$ cat src/rtl/mem_bus_arbiter_if.sv
// +-----------------------------------------------------------------------------+
// | mem_bus_arbiter_if                                                          |
// | Two-master request/grant bus plus single-port memory side for the arbiter.  |
// | Rev 1.0 - initial release                                                   |
// +-----------------------------------------------------------------------------+
`default_nettype none

interface mem_bus_arbiter_if #(
    parameter int ADDR_W = 32,
    parameter int DATA_W = 32
);
    logic              req0;
    logic              req1;
    logic              we0;
    logic              we1;
    logic [ADDR_W-1:0] addr0;
    logic [ADDR_W-1:0] addr1;
    logic [DATA_W-1:0] wdata0;
    logic [DATA_W-1:0] wdata1;
    logic              gnt0;
    logic              gnt1;
    logic              rvalid0;
    logic              rvalid1;
    logic [DATA_W-1:0] rdata0;
    logic [DATA_W-1:0] rdata1;
    logic [ADDR_W-1:0] mem_addr;
    logic [DATA_W-1:0] mem_wdata;
    logic              mem_we;
    logic [DATA_W-1:0] mem_rdata;
    logic              busy;

    // Arbiter view
    modport slave (
        input  req0, req1, we0, we1, addr0, addr1, wdata0, wdata1, mem_rdata,
        output gnt0, gnt1, rvalid0, rvalid1, rdata0, rdata1,
               mem_addr, mem_wdata, mem_we, busy
    );

    // Masters and memory view
    modport master (
        output req0, req1, we0, we1, addr0, addr1, wdata0, wdata1, mem_rdata,
        input  gnt0, gnt1, rvalid0, rvalid1, rdata0, rdata1,
               mem_addr, mem_wdata, mem_we, busy
    );
endinterface

`default_nettype wire

$ cat src/rtl/mem_bus_arbiter.sv
// +-----------------------------------------------------------------------------+
// | mem_bus_arbiter                                                             |
// | Serialises two masters onto one memory port via IDLE/ACCESS/RESP FSM.       |
// | Define MEM_ARB_RR_EN for round-robin ties; otherwise port 0 has priority.   |
// | Rev 1.0 - initial release                                                   |
// +-----------------------------------------------------------------------------+
`default_nettype none

module mem_bus_arbiter #(
    parameter int ADDR_W = 32,
    parameter int DATA_W = 32
) (
    input  wire logic        clk,
    input  wire logic        rst,
    mem_bus_arbiter_if.slave bus
);

    typedef enum logic [1:0] {
        S_IDLE   = 2'd0,
        S_ACCESS = 2'd1,
        S_RESP   = 2'd2
    } state_t;

    localparam logic [ADDR_W-1:0] c_align_mask = ~ADDR_W'(3);

    state_t            r_state;
    state_t            w_state_nxt;
    logic              r_owner;
    logic              r_we;
    logic [ADDR_W-1:0] r_addr;
    logic [DATA_W-1:0] r_wdata;
    logic              w_any_req;
    logic              w_winner;
    logic              w_tie_winner;
    logic              w_start;

    assign w_any_req = bus.req0 | bus.req1;
    assign w_start   = (r_state == S_IDLE) && w_any_req;

`ifdef MEM_ARB_RR_EN
    logic r_last_grant;

    always_ff @(posedge clk or negedge rst) begin
        if (!rst) begin
            r_last_grant <= 1'b1;
        end else if (w_start) begin
            r_last_grant <= w_winner;
        end
    end

    assign w_tie_winner = ~r_last_grant;
`else
    assign w_tie_winner = 1'b0;
`endif

    // Port 1 wins when it is the sole requester, or on a tie the policy favours it
    assign w_winner = bus.req1 & (~bus.req0 | w_tie_winner);

    always_ff @(posedge clk or negedge rst) begin
        if (!rst) begin
            r_state <= S_IDLE;
        end else begin
            r_state <= w_state_nxt;
        end
    end

    always_comb begin
        w_state_nxt = r_state;
        case (r_state)
            S_IDLE:   w_state_nxt = w_any_req ? S_ACCESS : S_IDLE;
            S_ACCESS: w_state_nxt = S_RESP;
            S_RESP:   w_state_nxt = S_IDLE;
            default:  w_state_nxt = S_IDLE;
        endcase
    end

    always_ff @(posedge clk or negedge rst) begin
        if (!rst) begin
            r_owner <= 1'b0;
            r_we    <= 1'b0;
            r_addr  <= '0;
            r_wdata <= '0;
        end else if (w_start) begin
            r_owner <= w_winner;
            r_we    <= w_winner ? bus.we1 : bus.we0;
            r_addr  <= (w_winner ? bus.addr1 : bus.addr0) & c_align_mask;
            r_wdata <= w_winner ? bus.wdata1 : bus.wdata0;
        end
    end

    // All handshake outputs decode from state; only rdata passes mem_rdata through
    assign bus.gnt0      = (r_state == S_ACCESS) && !r_owner;
    assign bus.gnt1      = (r_state == S_ACCESS) &&  r_owner;
    assign bus.rvalid0   = (r_state == S_RESP)   && !r_owner;
    assign bus.rvalid1   = (r_state == S_RESP)   &&  r_owner;
    assign bus.rdata0    = bus.rvalid0 ? bus.mem_rdata : '0;
    assign bus.rdata1    = bus.rvalid1 ? bus.mem_rdata : '0;
    assign bus.mem_we    = (r_state == S_ACCESS) && r_we;
    assign bus.mem_addr  = r_addr;
    assign bus.mem_wdata = r_wdata;
    assign bus.busy      = (r_state != S_IDLE);

endmodule

`default_nettype wire

$ cat src/flat_wrapper.sv
// flat-port wrapper written by rule: the top's interface ports become plain ports
module mem_bus_arbiter_flat 
#(
    parameter int ADDR_W = 32,
    parameter int DATA_W = 32
)
  (clk, rst, bus_req0, bus_req1, bus_we0, bus_we1, bus_addr0, bus_addr1, bus_wdata0, bus_wdata1, bus_mem_rdata, bus_gnt0, bus_gnt1, bus_rvalid0, bus_rvalid1, bus_rdata0, bus_rdata1, bus_mem_addr, bus_mem_wdata, bus_mem_we, bus_busy);
  mem_bus_arbiter_if #(.ADDR_W(ADDR_W), .DATA_W(DATA_W)) bus_i ();
  input  wire logic clk;
  input  wire logic rst;
  input wire logic [$bits(bus_i.req0)-1:0] bus_req0;
  input wire logic [$bits(bus_i.req1)-1:0] bus_req1;
  input wire logic [$bits(bus_i.we0)-1:0] bus_we0;
  input wire logic [$bits(bus_i.we1)-1:0] bus_we1;
  input wire logic [$bits(bus_i.addr0)-1:0] bus_addr0;
  input wire logic [$bits(bus_i.addr1)-1:0] bus_addr1;
  input wire logic [$bits(bus_i.wdata0)-1:0] bus_wdata0;
  input wire logic [$bits(bus_i.wdata1)-1:0] bus_wdata1;
  input wire logic [$bits(bus_i.mem_rdata)-1:0] bus_mem_rdata;
  output wire logic [$bits(bus_i.gnt0)-1:0] bus_gnt0;
  output wire logic [$bits(bus_i.gnt1)-1:0] bus_gnt1;
  output wire logic [$bits(bus_i.rvalid0)-1:0] bus_rvalid0;
  output wire logic [$bits(bus_i.rvalid1)-1:0] bus_rvalid1;
  output wire logic [$bits(bus_i.rdata0)-1:0] bus_rdata0;
  output wire logic [$bits(bus_i.rdata1)-1:0] bus_rdata1;
  output wire logic [$bits(bus_i.mem_addr)-1:0] bus_mem_addr;
  output wire logic [$bits(bus_i.mem_wdata)-1:0] bus_mem_wdata;
  output wire logic [$bits(bus_i.mem_we)-1:0] bus_mem_we;
  output wire logic [$bits(bus_i.busy)-1:0] bus_busy;
  assign bus_i.req0 = bus_req0;
  assign bus_i.req1 = bus_req1;
  assign bus_i.we0 = bus_we0;
  assign bus_i.we1 = bus_we1;
  assign bus_i.addr0 = bus_addr0;
  assign bus_i.addr1 = bus_addr1;
  assign bus_i.wdata0 = bus_wdata0;
  assign bus_i.wdata1 = bus_wdata1;
  assign bus_i.mem_rdata = bus_mem_rdata;
  assign bus_gnt0 = bus_i.gnt0;
  assign bus_gnt1 = bus_i.gnt1;
  assign bus_rvalid0 = bus_i.rvalid0;
  assign bus_rvalid1 = bus_i.rvalid1;
  assign bus_rdata0 = bus_i.rdata0;
  assign bus_rdata1 = bus_i.rdata1;
  assign bus_mem_addr = bus_i.mem_addr;
  assign bus_mem_wdata = bus_i.mem_wdata;
  assign bus_mem_we = bus_i.mem_we;
  assign bus_busy = bus_i.busy;
  mem_bus_arbiter #(.ADDR_W(ADDR_W), .DATA_W(DATA_W)) u_core (.clk(clk), .rst(rst), .bus(bus_i));
endmodule
$ cat config.mk
export PLATFORM = sky130hd
export DESIGN_NAME = mem_bus_arbiter_flat
export DESIGN_NICKNAME = d
export VERILOG_FILES = /design/src/rtl/mem_bus_arbiter_if.sv /design/src/rtl/mem_bus_arbiter.sv /design/src/flat_wrapper.sv
export SDC_FILE = /design/constraint.sdc
export NUM_CORES = 1
export LEC_CHECK = 0
export BUFFER_PORTS_ARGS = -buffer_cell sky130_fd_sc_hd__buf_2
export CAP_MARGIN = 10
export CORE_AREA = 2 2 116 118
export DETAILED_ROUTE_END_ITERATION = 10
export DIE_AREA = 0 0 118 120
export PLACE_DENSITY = 0.67
export SYNTH_ARGS = -nofsm -noshare
export SYNTH_HDL_FRONTEND = slang
export SYNTH_SLANG_ARGS = --single-unit
$ cat constraint.sdc
create_clock -name clk -period 4.1 [get_ports clk]
set_clock_uncertainty 0.2 [all_clocks]
set_input_delay 0.41 -clock clk [delete_from_list [all_inputs] [get_ports clk]]
set_output_delay 0.41 -clock clk [all_outputs]
set_load 0.005 [all_outputs]
### Yosys cells after proc, flatten, opt, wreduce, memory -nomap -nowiden

Cells that the tools add are included.

* $mul: 0
* eq/ne operators: 2
* shift operators: 0
* div/mod/pow operators: 0
* magnitude comparators: 0
* $add $sub $neg: 0
* bitwise gates (word level): 3
* reduce and logical (&&, ||, !) cells: 9
* mux-type cells: 7

Operators with widths (number)
* 2-to-1 mux 32 bit: 4
* logical AND 1 bit: 6
* one-hot mux 2 bit (2 select lines): 1
* equality test 2 x 1 -> 1 bit, second input constant: 1
* equality test 2 bit, second input constant: 1
* zero test 2 bit: 1
* 2-to-1 mux 1 bit: 2
* nonzero test 2 bit: 1
* AND 1 bit: 1
* zero test 1 bit: 1
* NOT 1 bit: 1
* bitwise OR 1 bit: 1

* register bits: 66
* logic and storage cells: 26
* bits in read-only memories: 0
* memory bits (writable): 0
* output and inout bits: 134
* bits in latches: 0
* memories: 0

### Longest topological paths before layout

* depth after elaboration: 3
* mapped depth: 5
* gate-level depth less buffers: 3

### Worst setup path after synthesis

No wires, ideal clock.

* kind: reg-to-output
* start point: register u_core.r_owner
* end point: output port bus_rdata0[22]
* cell stages (with the launch flop): 4
* path buffers: 1
* setup slack: 2.317 ns
* arrival: 1.173 ns
* path through: dfrtp_1 nor3b_1 clkbuf_1 and2_1

* longest elaborated chain between the ends: 3

RTL lines
* from (decl): line mem_bus_arbiter.sv:28 `logic r_owner;`
* from (signal assigned): line mem_bus_arbiter.sv:84 `r_owner <= w_winner;`
* zero test 1 bit: line mem_bus_arbiter.sv:94 `assign bus.rvalid0 = (r_state == S_RESP) && !r_owner;`
* logical AND 1 bit: line mem_bus_arbiter.sv:94
* named net bus_rvalid0: line flat_wrapper.sv:22 `output wire logic [$bits(bus_i.rvalid0)-1:0] bus_rvalid0;`
* 2-to-1 mux 32 bit: line mem_bus_arbiter.sv:96 `assign bus.rdata0 = bus.rvalid0 ? bus.mem_rdata : '0;`
* to (decl): line flat_wrapper.sv:24 `output wire logic [$bits(bus_i.rdata0)-1:0] bus_rdata0;`

The timed path passes the listed nets, and every way through them passes these cells.

### Worst setup path in the final report

* start point: register u_core.r_state[1]
* end point: register u_core.r_addr[18] (netlist: u_core.bus.mem_addr[18])

* longest elaborated chain between the ends: 2

RTL lines
* from (decl): line mem_bus_arbiter.sv:26 `state_t r_state;`
* from (signal assigned): line mem_bus_arbiter.sv:63 `r_state <= w_state_nxt;`
* zero test 2 bit: line mem_bus_arbiter.sv:38 `assign w_start = (r_state == S_IDLE) && w_any_req;`
* logical AND 1 bit: line mem_bus_arbiter.sv:38
* to (signal assigned): line mem_bus_arbiter.sv:86 `r_addr <= (w_winner ? bus.addr1 : bus.addr0) & c_align_mask;`
* to (decl): line mem_bus_arbiter.sv:30 `logic [ADDR_W-1:0] r_addr;`

Every way passes these cells.
A chain may end at the register's enable or synchronous reset.

==> run metrics <==
routed vias/inst=4.30; Yosys top cell area share=0.425; leading area contributor after synthesis=mux2_4; final hold vios=0; maximum fanout along the worst path=44; Post-CTS Repair Setup Buffers=0; hold path startpoint=bus_req0; P&R area growth vs syn=42.7%; Tot Pwr=between 3 and 4 mW; most frequent cell after synthesis=mux2_4; reg2reg setup slack=roughly 1.6 ns; Distinct cells, synth=17; minimum clock period=roughly 2.5 ns; Peak VDD IR=roughly 0.23 mV; HP Class=input port to flop; total track usage=0.146; post-synthesis compound-gate area fraction=0.00413; setup violators final=0; Worst Reg-to-Reg Cells=4; part of the Yosys area used for sequential elements=0.389; ranking of synthesized cells by area=mux2_4 42%, dfrtp_1 39%, and2_1 9.7%; Crit Path Class=flop to flop; Total Nets Final=about 750; drt drc=0; Setup crit start=u_core.r_state[1]; hold path cells=2; crit path DAT=around 2.5 ns; initial antenna violation count=1; setup TNS=0 ns; DP Wirelength=between 8 and 9 mm; Num CTS Buffers=9; Placer Congestion=around 0.74; Post-CTS Resized=0; max-cap violations=0; Power Density=604 nW/um^2; die area=~14000 sq um; Post-Synthesis Cells=a little under 300; status=complete, no violations; Reg clk slew, reported paths=roughly 0.050 ns; Core Rows=42; first-pass GRT wire length=16.4 mm; post-route ant nets=0; YS warnings=0; Clock H-tree levels=3; drt wl/cell=approximately 14 um; Commonest cells post-synth=120 x mux2_4, 66 x and2_1, 66 x dfrtp_1; via count=approximately 3300; slowest CP cell=o21a_4; Clock Latency Late Sink=~0.31 ns; Clock Tree Root=clkbuf_16; Placed Instance Area=around 5800 sq um; layout cells sized above 1=0.756; combinational family with the most area after synthesis=multiplexers; Worst Path Required=roughly 4.1 ns; RSZ-0062 raised after global routing=false; Synth Area in XOR/XNOR=0; ys async rst share=1.00; synthesized area=4240 sq um; vias in the first global route=between 3000 and 4000; Post-Synth Simple-Gate Area=0.106; gr ovfl total=0; ys flop type=dfrtp_1; Finished Cell Area=~6000 sq um; Die Span X=between 100 and 150 um; Post-Synth Adder-Cell Area=0; largest net degree at the start of global routing=64; Clock Path Buffers=2; initial core utilization=0.327; Tcrit/Tclk final=0.599; EDFF count, synth=0; post-synthesis mux area share=0.441; Synth Register Bits=66; final hold slack=between 0.1 and 0.15 ns; Fmax achieved=roughly 0.41 GHz; WHS Endpoint=u_core.r_owner; routed wire length=10.9 mm; Pleak=about 3.5 nW; startpoint type of the worst setup path=flop; core area=between 10000 and 15000 sq um; Slew headroom=0.416; Port Buffers=between 200 and 300; worst slew pin tran=around 0.9 ns; Setup crit end kind=flop; total number of clock tree sinks=66; Slew Viols, Final=0; Die Y=120 um; crit-path cells=nor2_1 > o21a_4 > buf_4 > mux2_4; CTS tree=done; router iterations before antenna repair=6; FF-to-FF End=u_core.bus.mem_addr[18]; DR iter-0 viols=119; reg2reg start=u_core.r_state[1]; Worst path max stage delay=0.76 ns; num ports=300; Syn Area/Cell=~15 sq um
## per-layer routing
| layer | up-vias | track usage | share of wire |
|---|---|---|---|
| met1 | 1548 | 0.158 | 0.38 |
| met4 | 0 | 0.0414 | 0.0089 |
| met3 | 7 | 0.0361 | 0.062 |
| met5 | - | 0 | 0 |
| li1 | 1568 | - | - |
| met2 | 154 | 0.279 | 0.54 |
## logic make-up after synthesis
kind of cell           Yosys count
multiplexers                   126
buffers and inverters           23
AO/OA/AOI/OAI                    3
other                            1
flip-flops                      66
AND/OR/NAND/NOR                 72
## critical path: cells and delay by family, from the launching register on
family,cells,cell delay [ns]
compound gates,1,0.76
buf+inv,1,0.38
flops,1,0.39
mux,1,0.32
simple gates,1,0.27
## final cells by class
| class | count | area [sq um] |
|---|---|---|
| Tap cell | 176 | 220 |
| Clock inverter | 4 | 26.3 |
| Multi-Input combinational cell | 203 | 2370 |
| Sequential cell | 66 | 1650 |
| Fill cell | 1195 | 6930 |
| Antenna cell | 1 | 2.50 |
| Clock buffer | 12 | 256 |
| Timing Repair Buffer | 299 | 1530 |
| Inverter | 1 | 3.75 |
## how the worst max path moves through the flow
stage                     cells past startpoint  slack [ns]                       to
after floorplan                               3        2.32           bus_rdata0[22]
after global placement                        4        1.72  u_core.bus.mem_addr[20]
after detailed placement                      4        1.65  u_core.bus.mem_addr[18]
after CTS                                     3        1.60           bus_rdata1[21]
after global routing                          3        1.48           bus_rdata1[21]
final                                         4        1.64  u_core.bus.mem_addr[18]
## timing repair
item,4_1_cts,5_1_grt
endpoints found under the hold margin,32,0
hold buffers,1,0
endpoints found under the setup margin,0,0
## power by group
part / internal [mW] / switching, mW / total [mW]
Clock: 0.441 / 0.266 / 0.707
Sequential: 0.994 / 0.195 / 1.19
Combinational: 1.10 / 0.662 / 1.76
## registers in the layout, summed over array words and instances, names as in the netlist
| signal | cells |
|---|---|
| u_core.r_owner | 1 |
| u_core.bus.mem_addr | 30 |
| u_core.bus.mem_wdata | 32 |
| u_core.r_state | 2 |
| u_core.r_we | 1 |
## through the flow
stage | util | setup WS, ns | cells
after global routing | 0.466 | 1.48 | 762
after global placement | 0.444 | 1.72 | 744
after CTS | 0.466 | 1.60 | 761
after floorplan | - | 2.32 | 292
final | 0.466 | 1.64 | 762
after detailed placement | 0.444 | 1.65 | 744
## cell usage in the layout, fill, tap and decap left out, types with 2 or more instances in the layout
master	count
buf_4	4
mux2_2	6
mux2_4	120
buf_2	293
clkinv_2	2
dfrtp_1	66
a21oi_1	2
and2_1	66
clkbuf_16	9
conb_1	2
nor2b_1	2
clkbuf_8	2
Power figures use the tool's default switching activity.
